--- src/rtl/mig_memtest_pkg.sv ---
// Shared types, command codes and the word-level data pattern for the MIG app-interface memory test.
package mig_memtest_pkg;

    typedef enum logic [2:0] {
        ST_IDLE,
        ST_WAIT_CAL,
        ST_WRITE,
        ST_READ,
        ST_DONE
    } state_t;

    localparam logic [2:0] CMD_WRITE = 3'b000;
    localparam logic [2:0] CMD_READ  = 3'b001;

    // n is the global 32-bit word index: burst * words_per_burst + word.
    function automatic logic [31:0] pat(input logic [31:0] n, input logic [31:0] seed);
        return n ^ seed;
    endfunction

endpackage

--- src/rtl/mig_app_memtest_if.sv ---
// MIG 7-series user (app) interface bundle; master is the traffic generator, slave is the controller side.
interface mig_app_if #(
    parameter int ADDR_W = 29,
    parameter int DATA_W = 256
);
    logic [ADDR_W-1:0]   app_addr;
    logic [2:0]          app_cmd;
    logic                app_en;
    logic                app_rdy;
    logic [DATA_W-1:0]   app_wdf_data;
    logic                app_wdf_wren;
    logic                app_wdf_end;
    logic [DATA_W/8-1:0] app_wdf_mask;
    logic                app_wdf_rdy;
    logic [DATA_W-1:0]   app_rd_data;
    logic                app_rd_data_valid;

    modport master (
        output app_addr, app_cmd, app_en, app_wdf_data, app_wdf_wren, app_wdf_end, app_wdf_mask,
        input  app_rdy, app_wdf_rdy, app_rd_data, app_rd_data_valid
    );

    modport slave (
        input  app_addr, app_cmd, app_en, app_wdf_data, app_wdf_wren, app_wdf_end, app_wdf_mask,
        output app_rdy, app_wdf_rdy, app_rd_data, app_rd_data_valid
    );
endinterface

--- src/rtl/memtest_pattern_gen.sv ---
// Expands a burst index into the full DATA_W address-derived pattern, word 0 in the LSBs.
module memtest_pattern_gen
    import mig_memtest_pkg::*;
#(
    parameter int          DATA_W = 256,
    parameter logic [31:0] SEED   = 32'hA5A5_5A5A
) (
    input  logic [31:0]       burst,
    output logic [DATA_W-1:0] data
);
    localparam int WORDS = DATA_W / 32;

    for (genvar gi = 0; gi < WORDS; gi++) begin : g_word
        assign data[gi*32 +: 32] = pat(burst * 32'(WORDS) + 32'(gi), SEED);
    end

endmodule

--- src/rtl/mig_app_memtest.sv ---
// Write-then-read-back DDR3 traffic generator/checker on the MIG app interface.
// Optional no-progress watchdog enabled by defining MIG_APP_MEMTEST_TIMEOUT_EN.
module mig_app_memtest
    import mig_memtest_pkg::*;
#(
    parameter int          ADDR_W      = 29,
    parameter int          DATA_W      = 256,
    parameter int          NUM_BURSTS  = 1024,
    parameter int          ADDR_STEP   = 8,
    parameter logic [31:0] SEED        = 32'hA5A5_5A5A,
    parameter int          TIMEOUT_CYC = 65535
) (
    input  logic              clk,
    input  logic              rst,
    input  logic              start,
    input  logic              calib_done,
    mig_app_if.master         app,
    output logic              busy,
    output logic              done,
    output logic              pass,
    output logic              fail,
    output logic [15:0]       err_count,
    output logic [ADDR_W-1:0] first_err_addr,
    output logic              timeout
);
    localparam int                CNT_W = $clog2(NUM_BURSTS + 1);
    localparam logic [CNT_W-1:0]  LAST  = CNT_W'(NUM_BURSTS - 1);
    localparam logic [CNT_W-1:0]  FULL  = CNT_W'(NUM_BURSTS);
    localparam logic [ADDR_W-1:0] STEP  = ADDR_W'(ADDR_STEP);

    state_t             state_reg;
    logic [CNT_W-1:0]   cmd_cnt_reg, wdf_cnt_reg, ret_cnt_reg;
    logic [ADDR_W-1:0]  addr_reg, ret_addr_reg;
    logic [2:0]         cmd_reg;
    logic               en_reg, wren_reg;
    logic [DATA_W-1:0]  wr_pat, exp_pat;
    logic               cmd_hs, wdf_hs, rd_hs;

    memtest_pattern_gen #(.DATA_W(DATA_W), .SEED(SEED)) u_wr_pat (
        .burst (32'(wdf_cnt_reg)),
        .data  (wr_pat)
    );

    memtest_pattern_gen #(.DATA_W(DATA_W), .SEED(SEED)) u_exp_pat (
        .burst (32'(ret_cnt_reg)),
        .data  (exp_pat)
    );

    assign cmd_hs = en_reg & app.app_rdy;
    assign wdf_hs = wren_reg & app.app_wdf_rdy;
    assign rd_hs  = (state_reg == ST_READ) & app.app_rd_data_valid;

    assign app.app_addr     = addr_reg;
    assign app.app_cmd      = cmd_reg;
    assign app.app_en       = en_reg;
    assign app.app_wdf_data = wr_pat;
    assign app.app_wdf_wren = wren_reg;
    assign app.app_wdf_end  = 1'b1;
    assign app.app_wdf_mask = '0;

`ifdef MIG_APP_MEMTEST_TIMEOUT_EN
    logic [15:0] wd_reg;
    logic        timeout_reg;
    assign timeout = timeout_reg;
`else
    assign timeout = 1'b0;
`endif

    always_ff @(posedge clk or posedge rst) begin
        if (rst) begin
            state_reg      <= ST_IDLE;
            cmd_cnt_reg    <= '0;
            wdf_cnt_reg    <= '0;
            ret_cnt_reg    <= '0;
            addr_reg       <= '0;
            ret_addr_reg   <= '0;
            cmd_reg        <= CMD_WRITE;
            en_reg         <= 1'b0;
            wren_reg       <= 1'b0;
            busy           <= 1'b0;
            done           <= 1'b0;
            pass           <= 1'b0;
            fail           <= 1'b0;
            err_count      <= '0;
            first_err_addr <= '0;
`ifdef MIG_APP_MEMTEST_TIMEOUT_EN
            wd_reg         <= '0;
            timeout_reg    <= 1'b0;
`endif
        end else begin
            case (state_reg)
                ST_IDLE, ST_DONE: begin
                    // pass/fail settle one cycle after DONE entry, once err_count is final
                    if (state_reg == ST_DONE) begin
                        pass <= (err_count == 16'd0) & ~timeout;
                        fail <= (err_count != 16'd0) | timeout;
                    end
                    if (start) begin
                        state_reg      <= ST_WAIT_CAL;
                        busy           <= 1'b1;
                        done           <= 1'b0;
                        pass           <= 1'b0;
                        fail           <= 1'b0;
                        err_count      <= '0;
                        first_err_addr <= '0;
                        cmd_cnt_reg    <= '0;
                        wdf_cnt_reg    <= '0;
                        ret_cnt_reg    <= '0;
                        ret_addr_reg   <= '0;
                        addr_reg       <= '0;
`ifdef MIG_APP_MEMTEST_TIMEOUT_EN
                        timeout_reg    <= 1'b0;
`endif
                    end
                end
                ST_WAIT_CAL: begin
                    if (calib_done) begin
                        state_reg <= ST_WRITE;
                        cmd_reg   <= CMD_WRITE;
                        en_reg    <= 1'b1;
                        wren_reg  <= 1'b1;
                    end
                end
                ST_WRITE: begin
                    // command and data streams run independently; either may lead
                    if (cmd_hs) begin
                        cmd_cnt_reg <= cmd_cnt_reg + 1'b1;
                        addr_reg    <= addr_reg + STEP;
                        if (cmd_cnt_reg == LAST) en_reg <= 1'b0;
                    end
                    if (wdf_hs) begin
                        wdf_cnt_reg <= wdf_cnt_reg + 1'b1;
                        if (wdf_cnt_reg == LAST) wren_reg <= 1'b0;
                    end
                    if (cmd_cnt_reg == FULL && wdf_cnt_reg == FULL) begin
                        state_reg   <= ST_READ;
                        cmd_reg     <= CMD_READ;
                        en_reg      <= 1'b1;
                        addr_reg    <= '0;
                        cmd_cnt_reg <= '0;
                    end
                end
                ST_READ: begin
                    if (cmd_hs) begin
                        cmd_cnt_reg <= cmd_cnt_reg + 1'b1;
                        addr_reg    <= addr_reg + STEP;
                        if (cmd_cnt_reg == LAST) en_reg <= 1'b0;
                    end
                    if (rd_hs) begin
                        ret_cnt_reg  <= ret_cnt_reg + 1'b1;
                        ret_addr_reg <= ret_addr_reg + STEP;
                        if (app.app_rd_data != exp_pat) begin
                            if (err_count != 16'hFFFF) err_count <= err_count + 16'd1;
                            if (err_count == 16'd0) first_err_addr <= ret_addr_reg;
                        end
                        if (ret_cnt_reg == LAST) begin
                            state_reg <= ST_DONE;
                            busy      <= 1'b0;
                            done      <= 1'b1;
                            en_reg    <= 1'b0;
                        end
                    end
                end
                default: state_reg <= ST_IDLE;
            endcase

`ifdef MIG_APP_MEMTEST_TIMEOUT_EN
            // watchdog: any handshake counts as progress
            if (state_reg == ST_WRITE || state_reg == ST_READ) begin
                if (cmd_hs || wdf_hs || rd_hs) begin
                    wd_reg <= '0;
                end else if (wd_reg == 16'(TIMEOUT_CYC - 1)) begin
                    wd_reg      <= '0;
                    timeout_reg <= 1'b1;
                    state_reg   <= ST_DONE;
                    busy        <= 1'b0;
                    done        <= 1'b1;
                    en_reg      <= 1'b0;
                    wren_reg    <= 1'b0;
                end else begin
                    wd_reg <= wd_reg + 16'd1;
                end
            end else begin
                wd_reg <= '0;
            end
`endif
        end
    end

endmodule

--- src/flat_wrapper.sv ---
// flat-port wrapper written by rule: the top's interface ports become plain ports
module mig_app_memtest_flat import mig_memtest_pkg::*;
#(
    parameter int          ADDR_W      = 29,
    parameter int          DATA_W      = 256,
    parameter int          NUM_BURSTS  = 1024,
    parameter int          ADDR_STEP   = 8,
    parameter logic [31:0] SEED        = 32'hA5A5_5A5A,
    parameter int          TIMEOUT_CYC = 65535
)
  (clk, rst, start, calib_done, busy, done, pass, fail, err_count, first_err_addr, timeout, app_app_addr, app_app_cmd, app_app_en, app_app_wdf_data, app_app_wdf_wren, app_app_wdf_end, app_app_wdf_mask, app_app_rdy, app_app_wdf_rdy, app_app_rd_data, app_app_rd_data_valid);
  mig_app_if #(.ADDR_W(ADDR_W), .DATA_W(DATA_W)) app_i ();
  input  logic clk;
  input  logic rst;
  input  logic start;
  input  logic calib_done;
  output logic busy;
  output logic done;
  output logic pass;
  output logic fail;
  output logic [15:0] err_count;
  output logic [ADDR_W-1:0] first_err_addr;
  output logic timeout;
  output wire logic [$bits(app_i.app_addr)-1:0] app_app_addr;
  output wire logic [$bits(app_i.app_cmd)-1:0] app_app_cmd;
  output wire logic [$bits(app_i.app_en)-1:0] app_app_en;
  output wire logic [$bits(app_i.app_wdf_data)-1:0] app_app_wdf_data;
  output wire logic [$bits(app_i.app_wdf_wren)-1:0] app_app_wdf_wren;
  output wire logic [$bits(app_i.app_wdf_end)-1:0] app_app_wdf_end;
  output wire logic [$bits(app_i.app_wdf_mask)-1:0] app_app_wdf_mask;
  input wire logic [$bits(app_i.app_rdy)-1:0] app_app_rdy;
  input wire logic [$bits(app_i.app_wdf_rdy)-1:0] app_app_wdf_rdy;
  input wire logic [$bits(app_i.app_rd_data)-1:0] app_app_rd_data;
  input wire logic [$bits(app_i.app_rd_data_valid)-1:0] app_app_rd_data_valid;
  assign app_app_addr = app_i.app_addr;
  assign app_app_cmd = app_i.app_cmd;
  assign app_app_en = app_i.app_en;
  assign app_app_wdf_data = app_i.app_wdf_data;
  assign app_app_wdf_wren = app_i.app_wdf_wren;
  assign app_app_wdf_end = app_i.app_wdf_end;
  assign app_app_wdf_mask = app_i.app_wdf_mask;
  assign app_i.app_rdy = app_app_rdy;
  assign app_i.app_wdf_rdy = app_app_wdf_rdy;
  assign app_i.app_rd_data = app_app_rd_data;
  assign app_i.app_rd_data_valid = app_app_rd_data_valid;
  mig_app_memtest #(.ADDR_W(ADDR_W), .DATA_W(DATA_W), .NUM_BURSTS(NUM_BURSTS), .ADDR_STEP(ADDR_STEP), .SEED(SEED), .TIMEOUT_CYC(TIMEOUT_CYC)) u_core (.clk(clk), .rst(rst), .start(start), .calib_done(calib_done), .app(app_i), .busy(busy), .done(done), .pass(pass), .fail(fail), .err_count(err_count), .first_err_addr(first_err_addr), .timeout(timeout));
endmodule
--- config.mk ---
export PLATFORM = sky130hd
export DESIGN_NAME = mig_app_memtest_flat
export DESIGN_NICKNAME = d
export VERILOG_FILES = /design/src/rtl/mig_memtest_pkg.sv /design/src/rtl/mig_app_memtest_if.sv /design/src/rtl/memtest_pattern_gen.sv /design/src/rtl/mig_app_memtest.sv /design/src/flat_wrapper.sv
export SDC_FILE = /design/constraint.sdc
export NUM_CORES = 1
export LEC_CHECK = 0
export ABC_CLOCK_PERIOD_IN_PS = 4850
export BUFFER_PORTS_ARGS = -buffer_cell sky130_fd_sc_hd__buf_2
export CORE_AREA = 3 3 250 252
export DETAILED_ROUTE_END_ITERATION = 8
export DIE_AREA = 0 0 253 255
export PLACE_DENSITY = 0.56
export RECOVER_POWER = 50
export SLEW_MARGIN = 20
export SYNTH_ARGS = -nofsm -noshare
export SYNTH_HDL_FRONTEND = slang
export SYNTH_HIERARCHICAL = 1
export SYNTH_SLANG_ARGS = --single-unit
--- constraint.sdc ---
create_clock -name clk -period 4.85 [get_ports clk]
set_input_delay 0.485 -clock clk [delete_from_list [all_inputs] [get_ports clk]]
set_output_delay 0.485 -clock clk [all_outputs]
set_load 0.05 [all_outputs]
==> impl_results.md <==
- Peak Freq: 257.8 MHz
- Cells along the critical path: inv_1 > xor2_1 > nor4_1 > nand4_1 > nor4_1 > nand3_2 > a21oi_2 > mux2i_1
- Internal power: 2.048 mW
- Core ar.: 60360 um2
- Relative slew slack: -0.5091
- Count of cells along the worst register-to-register path: 8
- First-pass GRT wire length: 67.21 mm
- Combinational share of power: 0.257
- Final setup violation count: 0
- Final period utilization: 0.7999
- Placer's final routability congestion estimate: 0.9207
- TritonCTS clock tree: built
- Final Max Tran Viols: 86
- Hpwl dp: 39.41 mm
- Wire length reported by the detailed router: 47.50 mm
- Placement row count: 90
- Share of total power consumed by net switching: 0.3696
- IO Pins: 636
- Via count: 10873
- Kind of critical path: reg -> reg
- Switching power: 1.201 mW
- Post-synth ARST share: 1.000
- Maximum Capacitance Violations: 3
- Max clock buf depth: 2
- Layout fillers: 6785
- Type of origin of the critical path: flip-flop
- Post-Syn Area per Cell: 8.299 um2
- Static leakage: 6.942 nW
- Slowest stage cell, crit path: sky130_fd_sc_hd__nor4_1
- Transition at the pin with the smallest max-transition slack: 2.264 ns
- Crit path required time: 5.21 ns
- Fraction of final layout cells sized beyond drive strength 1: 0.2142
- CTS sink count: 137
- Hold-fix buffers at CTS: 0
- Most frequent cell on the critical path: sky130_fd_sc_hd__nor4_1
- Number of design rule violations left after detail routing: 0
- Critical path arrival: 4.24 ns
- Synthesis-stage register bit count: 137
- Violated checks: max-capacitance violations, max-slew violations
- Clock-pin slew on the worst setup and hold paths: 0.06 ns
- Clock buffers created by TritonCTS: 17
- Proportion of power drawn by the clock network: 0.387
- Min-delay worst type: in -> reg
- Worst hold stages: 2
- Average detailed-routed wire length per instance: 17.73 um
- Remaining antenna violation count: 0
- Count of input and output buffers: 425
- Critical path capture point type: flip-flop
- Total congestion overflow after global routing: 0
- Setup tns final: 0 ns
- H-tree Lvls: 4
- Pre-antenna DRT Iters: 5
- Initial antenna violation count: 8
- Post-Synthesis Cells: 1744
- Reg2reg setup slack: 0.97 ns
- Ys flop type: sky130_fd_sc_hd__dfrtp_1
- Post-CTS setup buffer count: 0
- Endpoints failing hold: 0
- Place WS: 1.034 ns
- Post-Syn Area: 14470 um2
- Count of flip-flops with a built-in enable after synthesis: 0
- Global routing usage summed across all routing layers: 0.1416
- Power per cell area: 218.3 nW/um2
- Clock tree skew after final layout: 0.008816 ns
- Critical-path maximum fanout: 13
- Latest clock arrival within the worst-skew pair: 0.45 ns
- Violation count after the first detailed-route iteration: 558
- Post-CTS resize count: 0
- Via count of the first global-routing pass: 10295
- Average via count per standard cell: 4.059
- Area growth from synthesis to final layout: 2.818%
- Vert. Die Dim: 255 um
- Maximum number of pins on one net before global-route repair: 56
- Sequential area share after synthesis: 0.2369
- Worst-case setup margin in the final layout: 0.9704 ns
- Sequential power share: 0.357
- Yosys warning total: 6
- Longest individual stage delay on the worst path: 0.68 ns
- Die footprint: 64520 um2
- Result of the run: complete, but fails checks
- Cell at the root of the clock tree: sky130_fd_sc_hd__clkbuf_16
- Die Span X: 253 um
- Max VDD drop: 0.0002434 V
- Setup repair after global routing missed its margin: no
- Number of library cell types mapped by synthesis: 71
- NumNets Final: 2154
- Effective utilization at floorplan: 0.2398
- Minimum clock period after layout: 3.880 ns
==> power by group through the flow <==
stage / logic (mW) / clock network, mW / registers (mW)
2_1_floorplan: 0.820 / 0 / 1.19
5_1_grt: 0.892 / 1.35 / 1.16
3_3_place_gp: 0.821 / 0 / 1.18
3_5_place_dp: 0.818 / 0 / 1.18
4_1_cts: 0.820 / 1.32 / 1.16
6_report: 0.834 / 1.26 / 1.16
==> worst paths after layout <==
| path | startpoint | endpoint |
|---|---|---|
| max | u_core/ret_cnt_reg[8]$_DFFE_PP0P_ | u_core/err_count[0]$_DFFE_PP0P_ |
| min | start | u_core/fail$_DFFE_PP0P_ |
| max reg2reg | u_core/ret_cnt_reg[8]$_DFFE_PP0P_ | u_core/err_count[0]$_DFFE_PP0P_ |
| min reg2reg | u_core/app.app_addr[28]$_DFFE_PP0P_ | u_core/app.app_addr[28]$_DFFE_PP0P_ |
| max in group asynchronous | rst | u_core/err_count[13]$_DFFE_PP0P_ |
| min in group asynchronous | rst | u_core/wdf_cnt_reg[9]$_DFFE_PP0P_ |
==> cell families after synthesis <==
logic type,Yosys count,synth area share
compound gates,142,0.06233
other cells,6,0.001556
simple gates,485,0.1821
buf+inv,635,0.3071
flops,137,0.2369
xor+xnor,301,0.1821
mux,29,0.02006
fa+ha+maj,9,0.007780
==> synthesized netlist by cell type, drive strengths merged (2+ instances only) <==
| cell type | instances | area [um2] |
|---|---|---|
| nor4b | 6 | 52.55 |
| and2 | 10 | 62.56 |
| mux2i | 29 | 290.3 |
| o41ai | 8 | 70.07 |
| nand4 | 54 | 337.8 |
| buf | 540 | 4089 |
| nor2b | 5 | 38.78 |
| inv | 73 | 274.0 |
| a311oi | 3 | 26.28 |
| and4 | 5 | 43.79 |
| xnor2 | 88 | 770.7 |
| o31ai | 14 | 110.1 |
| or4 | 2 | 15.01 |
| nand3 | 48 | 250.2 |
| xor2 | 213 | 1866 |
| conb | 6 | 22.52 |
| and3 | 16 | 100.1 |
| nor3b | 3 | 33.78 |
| a21boi | 3 | 22.52 |
| a31oi | 12 | 75.07 |
| a21o | 7 | 52.55 |
| nand2b | 12 | 75.07 |
| nor2 | 73 | 274.0 |
| or3 | 15 | 98.84 |
| dfrtp | 137 | 3428 |
| or2 | 4 | 27.53 |
| nand4b | 2 | 17.52 |
| o211ai | 3 | 22.52 |
| a21oi | 16 | 83.83 |
| nand2 | 117 | 449.2 |
| nor4 | 91 | 605.6 |
| nor3 | 17 | 101.4 |
| o21ai | 63 | 319.0 |
| ha | 9 | 112.6 |
| clkbuf | 22 | 82.58 |
| a211o | 3 | 26.28 |
==> layer usage <==
layer / part of all wire / track usage / vias up / wire length (um)
met5: 0.0010 / 0 / - / 48
met4: 0.0090 / 0.02669 / 8 / 426
met3: 0.060 / 0.03292 / 40 / 2836
met2: 0.46 / 0.2237 / 334 / 21810
met1: 0.47 / 0.1985 / 5141 / 22380
li1: - / - / 5350 / -
==> critical path: cells and delay by family, from the launching register on <==
kind | cells | cell delay, ns
and+or+nand+nor | 4 | 1.85
AOI/OAI and AO/OA | 1 | 0.68
buffers and inverters | 1 | 0.46
DFF | 1 | 0.40
muxes | 1 | 0.27
xor gates and xnor gates | 1 | 0.13
==> per-stage QoR <==
step / cell area (um2) / total power [mW] / hold WS, ns / util / instances
final: 14880 / 3.249 / 0.3319 / 0.2466 / 2679
after global routing: 14880 / 3.402 / 0.3269 / 0.2466 / 2679
after CTS: 14990 / 3.294 / 0.05401 / 0.2483 / 2677
after detailed placement: 14430 / 1.997 / 0.4699 / 0.2391 / 2645
after global placement: 14430 / 2.001 / 0.4656 / 0.2391 / 2645
after floorplan: 15400 / 2.009 / 0.4537 / - / 1990
==> area by class of cell <==
type | count | area (um2) | share of cell area
clock inverters | 12 | 118.9 | 0.007987
well taps | 782 | 978.4 | 0.06575
diodes | 2 | 5.005 | 0.0003363
repair buffers | 435 | 2096 | 0.1408
multi-input cells | 1218 | 7543 | 0.5069
clock buffers | 20 | 436.7 | 0.02934
flip-flops and latches | 137 | 3428 | 0.2304
inverters | 73 | 275.3 | 0.01850
==> cells in the final DEF, fill, tap and decap left out, types with 4 or more instances in the layout <==
| cell | instances |
|---|---|
| sky130_fd_sc_hd__buf_4 | 8 |
| sky130_fd_sc_hd__conb_1 | 252 |
| sky130_fd_sc_hd__o21ai_1 | 4 |
| sky130_fd_sc_hd__nor2b_1 | 4 |
| sky130_fd_sc_hd__nor3_1 | 15 |
| sky130_fd_sc_hd__nor2_1 | 73 |
| sky130_fd_sc_hd__a21oi_1 | 15 |
| sky130_fd_sc_hd__nand2b_1 | 12 |
| sky130_fd_sc_hd__a31oi_1 | 12 |
| sky130_fd_sc_hd__inv_1 | 72 |
| sky130_fd_sc_hd__nand3_1 | 46 |
| sky130_fd_sc_hd__xnor2_1 | 88 |
| sky130_fd_sc_hd__clkbuf_1 | 84 |
| sky130_fd_sc_hd__nor4b_1 | 6 |
| sky130_fd_sc_hd__and2_1 | 10 |
| sky130_fd_sc_hd__or3_1 | 14 |
| sky130_fd_sc_hd__clkinvlp_4 | 6 |
| sky130_fd_sc_hd__nand2_1 | 115 |
| sky130_fd_sc_hd__and4_1 | 5 |
| sky130_fd_sc_hd__o41ai_1 | 8 |
| sky130_fd_sc_hd__clkbuf_16 | 17 |
| sky130_fd_sc_hd__dfrtp_1 | 137 |
| sky130_fd_sc_hd__mux2i_1 | 29 |
| sky130_fd_sc_hd__o31ai_1 | 13 |
| sky130_fd_sc_hd__buf_2 | 345 |
| sky130_fd_sc_hd__o21ai_0 | 57 |
| sky130_fd_sc_hd__and3_1 | 16 |
| sky130_fd_sc_hd__nor4_1 | 88 |
| sky130_fd_sc_hd__ha_1 | 9 |
| sky130_fd_sc_hd__xor2_1 | 213 |
| sky130_fd_sc_hd__nand4_1 | 54 |
| sky130_fd_sc_hd__a21o_1 | 7 |
(Power assumes the default switching activity.)
